File: config.mk
export PLATFORM = sky130hd
export DESIGN_NAME = xgmii_rx_latency_probe
export DESIGN_NICKNAME = d
export VERILOG_FILES = /design/src/rtl/measure_pkg.sv /design/src/rtl/xgmii_rx_align.sv /design/src/rtl/xgmii_rx_latency_probe.sv
export SDC_FILE = /design/constraint.sdc
export NUM_CORES = 1
export LEC_CHECK = 0
export ABC_AREA = 1
export CAP_MARGIN = 20
export CORE_UTILIZATION = 45
export CTS_CLUSTER_SIZE = 40
export DETAILED_ROUTE_END_ITERATION = 8
export PLACE_DENSITY = 0.71
export SLEW_MARGIN = 15
export SYNTH_ARGS = -nofsm -noshare
export SYNTH_HDL_FRONTEND = slang
export SYNTH_SLANG_ARGS = --single-unit
File: constraint.sdc
create_clock -name sys_clk -period 5.3 [get_ports sys_clk]
set_clock_uncertainty 0.05 [all_clocks]
set_input_delay 0.53 -clock sys_clk [delete_from_list [all_inputs] [get_ports sys_clk]]
set_output_delay 0.53 -clock sys_clk [all_outputs]
set_load 0.01 [all_outputs]
File: src/rtl/measure_pkg.sv
// Shared constants, types and helpers for the XGMII RX latency probe.
package measure_pkg;

   localparam int unsigned DATA_W       = 64;
   localparam int unsigned CTRL_W       = 8;
   localparam int unsigned LANES        = 8;
   localparam int unsigned LANE_IDX_W   = 3;
   localparam int unsigned WIDX_W       = 3;
   localparam int unsigned FBYTES_W     = 16;
   localparam int unsigned FBYTES_SUM_W = FBYTES_W + 1;
   localparam int unsigned CNT_W        = 32;
   localparam int unsigned CNT_SUM_W    = CNT_W + 1;
   localparam int unsigned TS_W         = 32;
   localparam int unsigned IP_W         = 32;

   localparam logic [7:0]  XGMII_START = 8'hFB;
   localparam logic [7:0]  XGMII_TERM  = 8'hFD;
   localparam logic [7:0]  XGMII_IDLE  = 8'h07;
   localparam logic [7:0]  XGMII_ERR   = 8'hFE;
   localparam logic [15:0] ETYPE_IPV4  = 16'h0800;
   localparam logic [7:0]  IPPROTO_UDP = 8'h11;

   // Header word indices (word 0 carries start/preamble/SFD)
   localparam logic [WIDX_W-1:0] WIDX_ETYPE   = 3'd2;
   localparam logic [WIDX_W-1:0] WIDX_PROTO   = 3'd3;
   localparam logic [WIDX_W-1:0] WIDX_IP_HI   = 3'd4;
   localparam logic [WIDX_W-1:0] WIDX_IP_LO   = 3'd5;
   localparam logic [WIDX_W-1:0] WIDX_MAGIC   = 3'd6;
   localparam logic [WIDX_W-1:0] WIDX_TS_LO   = 3'd7;

   typedef enum logic [1:0] {
      ST_IDLE    = 2'd0,
      ST_HDR     = 2'd1,
      ST_PAYLOAD = 2'd2
   } rx_state_e;

   // One XGMII beat: per-lane control flags plus data, lane 0 in the low byte
   typedef struct packed {
      logic [CTRL_W-1:0] ctrl;
      logic [DATA_W-1:0] data;
   } xgmii_word_t;

   // Saturating add for the per-frame byte count
   function automatic logic [FBYTES_W-1:0] fb_sat_add(input logic [FBYTES_W-1:0] a,
                                                      input logic [3:0]          b);
      logic [FBYTES_W:0] s;
      s = {1'b0, a} + FBYTES_SUM_W'(b);
      return s[FBYTES_W] ? {FBYTES_W{1'b1}} : s[FBYTES_W-1:0];
   endfunction

   // Saturating add for the window counters
   function automatic logic [CNT_W-1:0] cnt_sat_add(input logic [CNT_W-1:0] a,
                                                    input logic [CNT_W-1:0] b);
      logic [CNT_W:0] s;
      s = {1'b0, a} + {1'b0, b};
      return s[CNT_W] ? {CNT_W{1'b1}} : s[CNT_W-1:0];
   endfunction

endpackage

File: src/rtl/xgmii_rx_align.sv
// Realigns lane-4 starts onto lane 0 so the parser only ever sees lane-0 frames.
module xgmii_rx_align
   import measure_pkg::*;
(
   input  logic              sys_clk,
   input  logic              sys_rst_n,
   input  logic [DATA_W-1:0] rxd,
   input  logic [CTRL_W-1:0] rxc,
   output xgmii_word_t       aln
);

   localparam int unsigned HALF_D = DATA_W / 2;
   localparam int unsigned HALF_C = CTRL_W / 2;

   logic [HALF_D-1:0] hold_d_q;
   logic [HALF_C-1:0] hold_c_q;
   logic              shift_q;
   logic              start_l0_c;
   logic              start_l4_c;
   logic              use_shift_c;

   // Start detection; a lane-0 start forces the direct path for its own word
   always_comb begin
      start_l0_c  = rxc[0] && (rxd[7:0] == XGMII_START);
      start_l4_c  = rxc[HALF_C] && (rxd[HALF_D +: 8] == XGMII_START);
      use_shift_c = shift_q && !start_l0_c;
   end

   // Upper-half holding register, alignment mode and registered output word
   always_ff @(posedge sys_clk or negedge sys_rst_n) begin
      if (!sys_rst_n) begin
         hold_d_q <= {(HALF_D/8){XGMII_IDLE}};
         hold_c_q <= {HALF_C{1'b1}};
         shift_q  <= 1'b0;
         aln.data <= {LANES{XGMII_IDLE}};
         aln.ctrl <= {CTRL_W{1'b1}};
      end else begin
         hold_d_q <= rxd[DATA_W-1:HALF_D];
         hold_c_q <= rxc[CTRL_W-1:HALF_C];
         if (start_l4_c) begin
            shift_q <= 1'b1;
         end else if (start_l0_c) begin
            shift_q <= 1'b0;
         end
         if (use_shift_c) begin
            aln.data <= {rxd[HALF_D-1:0], hold_d_q};
            aln.ctrl <= {rxc[HALF_C-1:0], hold_c_q};
         end else begin
            aln.data <= rxd;
            aln.ctrl <= rxc;
         end
      end
   end

endmodule

File: src/rtl/xgmii_rx_latency_probe.sv
// Parses the XGMII RX stream, matches generator UDP frames and reports
// latency plus per-window frame and byte counts.
module xgmii_rx_latency_probe
   import measure_pkg::*;
#(
   parameter logic [39:0] MAGIC_CODE = 40'hA5_5A_C3_3C_96,
   parameter int unsigned LAT_W      = 24
) (
   input  logic              sys_clk,
   input  logic              sys_rst_n,
   input  logic              sec_oneshot,
   input  logic [TS_W-1:0]   global_counter,
   input  logic [DATA_W-1:0] xgmii_rxd,
   input  logic [CTRL_W-1:0] xgmii_rxc,
   output logic [CNT_W-1:0]  rx_pps,
   output logic [CNT_W-1:0]  rx_throughput,
   output logic [LAT_W-1:0]  rx_latency,
   output logic [IP_W-1:0]   rx_ipv4_ip,
   output logic              rx_frame_valid
);

   xgmii_word_t           aln;
   logic [7:0]            lane_c [LANES];

   rx_state_e             state_q, state_d;
   logic [WIDX_W-1:0]     widx_q, widx_d;
   logic                  match_q, match_d;
   logic [FBYTES_W-1:0]   fbytes_q, fbytes_d;
   logic [IP_W-1:0]       dstip_q, dstip_d;
   logic [TS_W-1:0]       ts_q, ts_d;

   logic                  start_c;
   logic                  term_hit_c;
   logic [LANE_IDX_W-1:0] term_lane_c;
   logic [LANES-1:0]      pre_term_c;
   logic                  abort_c;
   logic                  commit_c;
   logic [FBYTES_W-1:0]   frame_bytes_c;
   logic [TS_W-1:0]       diff_c;
   logic [LAT_W-1:0]      lat_c;
   logic [CNT_W-1:0]      win_frames_q;
   logic [CNT_W-1:0]      win_bytes_q;

   xgmii_rx_align u_align (
      .sys_clk   (sys_clk),
      .sys_rst_n (sys_rst_n),
      .rxd       (xgmii_rxd),
      .rxc       (xgmii_rxc),
      .aln       (aln)
   );

   // Lane decode: start, first terminate, and stray control/error characters
   always_comb begin
      term_hit_c  = 1'b0;
      term_lane_c = '0;
      pre_term_c  = '0;
      abort_c     = 1'b0;
      for (int i = 0; i < int'(LANES); i++) begin
         lane_c[i] = aln.data[8*i +: 8];
      end
      start_c = aln.ctrl[0] && (lane_c[0] == XGMII_START);
      for (int i = int'(LANES) - 1; i >= 0; i--) begin
         if (aln.ctrl[i] && (lane_c[i] == XGMII_TERM)) begin
            term_hit_c  = 1'b1;
            term_lane_c = LANE_IDX_W'(i);
         end
      end
      for (int i = 0; i < int'(LANES); i++) begin
         pre_term_c[i] = !term_hit_c || (LANE_IDX_W'(i) < term_lane_c);
         if (aln.ctrl[i] && (lane_c[i] == XGMII_ERR)) begin
            abort_c = 1'b1;
         end
      end
      if ((aln.ctrl & pre_term_c) != '0) begin
         abort_c = 1'b1;
      end
   end

   // Header FSM state register
   always_ff @(posedge sys_clk or negedge sys_rst_n) begin
      if (!sys_rst_n) begin
         state_q <= ST_IDLE;
      end else begin
         state_q <= state_d;
      end
   end

   // Next-state, header checks/captures and commit decision
   always_comb begin
      state_d       = state_q;
      widx_d        = widx_q;
      match_d       = match_q;
      fbytes_d      = fbytes_q;
      dstip_d       = dstip_q;
      ts_d          = ts_q;
      commit_c      = 1'b0;
      frame_bytes_c = fb_sat_add(fbytes_q, {1'b0, term_lane_c});
      case (state_q)
         ST_IDLE: begin
            if (start_c) begin
               state_d  = ST_HDR;
               widx_d   = 3'd1;
               match_d  = 1'b1;
               fbytes_d = '0;
            end
         end
         ST_HDR, ST_PAYLOAD: begin
            if (start_c) begin
               state_d  = ST_HDR;
               widx_d   = 3'd1;
               match_d  = 1'b1;
               fbytes_d = '0;
            end else if (abort_c) begin
               state_d = ST_IDLE;
            end else if (term_hit_c) begin
               // A terminate while still in the header is a runt
               state_d  = ST_IDLE;
               commit_c = (state_q == ST_PAYLOAD) && match_q;
            end else begin
               fbytes_d = fb_sat_add(fbytes_q, 4'd8);
               if (state_q == ST_HDR) begin
                  case (widx_q)
                     WIDX_ETYPE: begin
                        if ({lane_c[6], lane_c[7]} != ETYPE_IPV4) match_d = 1'b0;
                     end
                     WIDX_PROTO: begin
                        if (lane_c[7] != IPPROTO_UDP) match_d = 1'b0;
                     end
                     WIDX_IP_HI: dstip_d[31:16] = {lane_c[6], lane_c[7]};
                     WIDX_IP_LO: dstip_d[15:0]  = {lane_c[0], lane_c[1]};
                     WIDX_MAGIC: begin
                        if ({lane_c[2], lane_c[3], lane_c[4], lane_c[5], lane_c[6]} != MAGIC_CODE) begin
                           match_d = 1'b0;
                        end
                        ts_d[31:24] = lane_c[7];
                     end
                     WIDX_TS_LO: ts_d[23:0] = {lane_c[0], lane_c[1], lane_c[2]};
                     default: ;
                  endcase
                  if (widx_q == WIDX_TS_LO) begin
                     state_d = ST_PAYLOAD;
                  end else begin
                     widx_d = widx_q + 3'd1;
                  end
               end
            end
         end
         default: state_d = ST_IDLE;
      endcase
   end

   // Per-frame tracking registers
   always_ff @(posedge sys_clk or negedge sys_rst_n) begin
      if (!sys_rst_n) begin
         widx_q   <= '0;
         match_q  <= 1'b0;
         fbytes_q <= '0;
         dstip_q  <= '0;
         ts_q     <= '0;
      end else begin
         widx_q   <= widx_d;
         match_q  <= match_d;
         fbytes_q <= fbytes_d;
         dstip_q  <= dstip_d;
         ts_q     <= ts_d;
      end
   end

   // Wrap-safe latency with saturation to the reported width
   always_comb begin
      diff_c = global_counter - ts_q;
      lat_c  = ((diff_c >> LAT_W) != '0) ? {LAT_W{1'b1}} : diff_c[LAT_W-1:0];
   end

   // Commit outputs and one-second window counters
   always_ff @(posedge sys_clk or negedge sys_rst_n) begin
      if (!sys_rst_n) begin
         rx_frame_valid <= 1'b0;
         rx_latency     <= '0;
         rx_ipv4_ip     <= '0;
         rx_pps         <= '0;
         rx_throughput  <= '0;
         win_frames_q   <= '0;
         win_bytes_q    <= '0;
      end else begin
         rx_frame_valid <= commit_c;
         if (commit_c) begin
            rx_latency <= lat_c;
            rx_ipv4_ip <= dstip_q;
         end
         if (sec_oneshot) begin
            rx_pps        <= win_frames_q;
            rx_throughput <= win_bytes_q;
            win_frames_q  <= commit_c ? CNT_W'(1) : '0;
            win_bytes_q   <= commit_c ? CNT_W'(frame_bytes_c) : '0;
         end else if (commit_c) begin
            win_frames_q <= cnt_sat_add(win_frames_q, CNT_W'(1));
            win_bytes_q  <= cnt_sat_add(win_bytes_q, CNT_W'(frame_bytes_c));
         end
      end
   end

endmodule

==> out/metrics.cfg <==
[setup_path]
crit_arrival_ns = 5.33
timing.critical_path.required_ns = 5.75
critPathMaxFanout = 14
criticalPathCategory = reg -> reg
timing.critical_path.mode_cell = sky130_fd_sc_hd__nand2_1
cpMaxStageDelayCell = sky130_fd_sc_hd__dfstp_2
worst_r2r_startpoint = u_align.aln[58]$_DFF_PN1_
startpoint = u_align.aln[58]$_DFF_PN1_
reg2reg_depth = 36
worst_case_register_to_register_setup_slack_ns = 0.41
critical_path.max_stage_delay_ns = 0.53
timing.rr.end = win_bytes_q[2]$_DFFE_PN0P_
setup.worst_path.end_class = flop
termination_of_the_worst_setup_path = win_bytes_q[2]$_DFFE_PN0P_
setup.worst_path.start_class = flop

[detailed_routing]
detail_route.first_pass.iterations = 5
antenna_left = 0
route.vias.total = 16670
detailedRoute.firstIterationViolations = 1337
drt_wirelength_um = 54520
detail_route.vias_per_cell = 5.236
route.detailed.drc = 0
detail_route.wl_per_cell_um = 17.12

[layout]
post_route_cells_drive_above_1_share_pct = 9.590
layout_commonest_cell = sky130_fd_sc_hd__nand2_1
num-nets-final = 2748
areaGrowthSynthToFinish_pct = 22.85
number_of_inserted_diodes = 0
layout.cells.most_common_list = sky130_fd_sc_hd__nand2_1 (629), sky130_fd_sc_hd__dfrtp_1 (330), sky130_fd_sc_hd__inv_1 (278), sky130_fd_sc_hd__clkdlybuf4s50_1 (226), sky130_fd_sc_hd__o21ai_0 (181)

[global_routing]
largest_net_degree_at_the_start_of_global_routing = 139
grt_util_all_layers_pct = 25.08
grt_remaining_overflow = 0
grt_antenna_before_repair = 1
grt_first_pass_wirelength_um = 88020
first_global_vias = 16510

[logic_synthesis]
synth-async-reset-ratio_pct = 100.0
netlist_instances = 2350
yosys_warnings = 0
synth_area_leaders = sky130_fd_sc_hd__dfrtp_1 (42%), sky130_fd_sc_hd__nand2_1 (12%), sky130_fd_sc_hd__dfstp_2 (6.5%)
post_syn_nets = 2523
post_synth_instance_area_um2 = 19460
synth_largest_type_area_fraction_pct = 42.43
synth-edff-count = 0
synth_ff_type = sky130_fd_sc_hd__dfrtp_1
biggest_area_consumer_among_synthesized_cells = sky130_fd_sc_hd__dfrtp_1
postSynthRegisterBits = 378
synth.distinct_cells = 51
synth_area_per_cell_um2 = 8.282
yosysSeqAreaShare_pct = 48.91

[cts]
cts_root_buf = sky130_fd_sc_hd__clkbuf_16
cts.sinks = 378
clock_path_buffers = 3
cts_htree_levels = 2
tritoncts_clock_tree = yes
clk_pin_slew_ns = 0.06
clkLatencyLatePin_ns = 0.56
numCtsBuffers = 42

[place]
place_ws_ns = 0.09981
numPortBuffers = 227
dpl.hpwl_um = 40120
gp_congestion = 0.9497

[run_status]
status = finished, final reports clean

[timing]
achievable-frequency_ghz = 0.2046
timing.setup.tns_ns = 0
finalSetupViolations = 0
layout_worst_path_cycle_share_pct = 92.24
rsz_0062_raised_after_global_routing = no
drv_slew = 0
worst_setup_slack_after_layout_ns = 0.4115
worst_pin_slew_ns = 0.9692
hold_viol_final = 0
final.min_clock_period_ns = 4.889
relSlewSlack_pct = 35.39

[flow_run]
drv_cap = 0

[power_and_ir_drop]
leakagePower_nw = 11.16
power_density_nw_per_um2 = 290.4
power.ir.vdd_worst_mv = 0.2356

[die]
die_x_um = 210.0
core_um2 = 42320
die_height_um = 210.0
boundaryPins = 228
floorplan.rows = 75
floorplan.die_area_um2 = 44090
start_util_pct = 45.99

[min_path]
hold_class = in -> reg

cell families after synthesis:
group	Yosys count	share of synthesized area (%)
compound gates	424	11.60
simple gates	1010	21.89
xor+xnor	60	2.700
buf+inv	352	7.065
fa+ha+maj	66	4.359
mux	60	3.472
flops	378	48.91
Yosys cell counts (7+ instances only):
library cell / count
sky130_fd_sc_hd__a31oi_1: 8
sky130_fd_sc_hd__nand3_1: 84
sky130_fd_sc_hd__o21ai_1: 73
sky130_fd_sc_hd__dfrtp_1: 330
sky130_fd_sc_hd__dfstp_2: 48
sky130_fd_sc_hd__nand4_1: 32
sky130_fd_sc_hd__clkbuf_1: 34
sky130_fd_sc_hd__mux2_2: 60
sky130_fd_sc_hd__nor3_1: 71
sky130_fd_sc_hd__o22ai_1: 11
sky130_fd_sc_hd__nand2_2: 7
sky130_fd_sc_hd__o211ai_1: 8
sky130_fd_sc_hd__ha_1: 63
sky130_fd_sc_hd__inv_1: 280
sky130_fd_sc_hd__nand2_1: 632
sky130_fd_sc_hd__xor2_1: 42
sky130_fd_sc_hd__nor2_1: 144
sky130_fd_sc_hd__nor4_1: 9
sky130_fd_sc_hd__xnor2_1: 18
sky130_fd_sc_hd__o21ai_0: 185
sky130_fd_sc_hd__buf_2: 22
sky130_fd_sc_hd__a21oi_1: 106
sky130_fd_sc_hd__o21bai_1: 8
stage by stage:
| step | hold WS [ns] | utilization (%) | cell area, um2 | instances | power (mW) |
|---|---|---|---|---|---|
| after global routing | 0.3407 | 56.49 | 23910 | 3184 | 7.212 |
| after floorplan | 0.1844 | - | 19460 | 2350 | 3.542 |
| after global placement | 0.4071 | 52.71 | 22310 | 3103 | 3.847 |
| after detailed placement | 0.4069 | 52.71 | 22310 | 3103 | 3.858 |
| after CTS | 0.3309 | 56.26 | 23810 | 3180 | 6.995 |
| final | 0.3567 | 56.49 | 23910 | 3184 | 6.943 |
registers in the layout (all words and copies together), names as in the netlist:
signal / count
fbytes_q: 14
u_align.hold_c_q: 4
win_frames_q: 32
widx_q: 3
rx_frame_valid: 1
u_align.shift_q: 1
rx_throughput: 32
rx_pps: 32
state_q: 2
u_align.aln: 72
u_align.hold_d_q: 32
match_q: 1
ts_q: 32
rx_ipv4_ip: 32
rx_latency: 24
dstip_q: 32
win_bytes_q: 32
power by group:
group          switching (mW)  internal, mW
combinational           0.482         0.277
clock                    1.21          1.91
sequential             0.0666          2.99
total                    1.76          5.18
layer usage:
| metal | GRT usage (%) | share of wire (%) | vias up |
|---|---|---|---|
| met3 | 3.665 | 5.6 | 84 |
| met5 | 0 | 0 | - |
| li1 | - | - | 8085 |
| met4 | 8.029 | 2.7 | 0 |
| met1 | 35.12 | 46 | 8001 |
| met2 | 40.15 | 46 | 502 |
layout make-up:
cell class,instances,area [um2]
Clock buffer,60,1270
Clock inverter,16,224.0
Fill cell,3861,18410
Inverter,286,1079
Multi-Input combinational cell,1620,8625
Sequential cell,378,9519
Tap cell,577,721.9
Timing Repair Buffer,246,2464
Timing Repair inverter,1,7.507
worst min path at each step:
stage	end	cells after the start	slack [ns]	from
floorplan	dstip_q[0]$_DFFE_PN0P_	0	0.18	sys_rst_n
global placement	rx_throughput[4]$_DFFE_PN0P_	2	0.41	rx_throughput[4]$_DFFE_PN0P_
detailed placement	rx_ipv4_ip[9]$_DFFE_PN0P_	2	0.41	dstip_q[9]$_DFFE_PN0P_
CTS	u_align.hold_d_q[26]$_DFF_PN1_	1	0.33	xgmii_rxd[58]
global route	u_align.hold_d_q[17]$_DFF_PN1_	1	0.34	xgmii_rxd[49]
finish	u_align.hold_d_q[26]$_DFF_PN1_	1	0.36	xgmii_rxd[58]
timing repair:
action | in CTS | in global routing
endpoints found under the setup margin | 0 | 32
hold buffers | 1 | 0
hold endpoints to repair | 27 | 0
resized for setup | 0 | 23
buffers inserted | 0 | 2
worst max-delay path: cells and delay by family (launching register included):
family / cells / cell delay (ns)
compound gates: 7 / 0.97
fa+ha+maj: 4 / 1.01
buf+inv: 7 / 0.59
flops: 1 / 0.53
simple gates: 18 / 1.66
No activity file was read; power rests on OpenSTA's default activity.
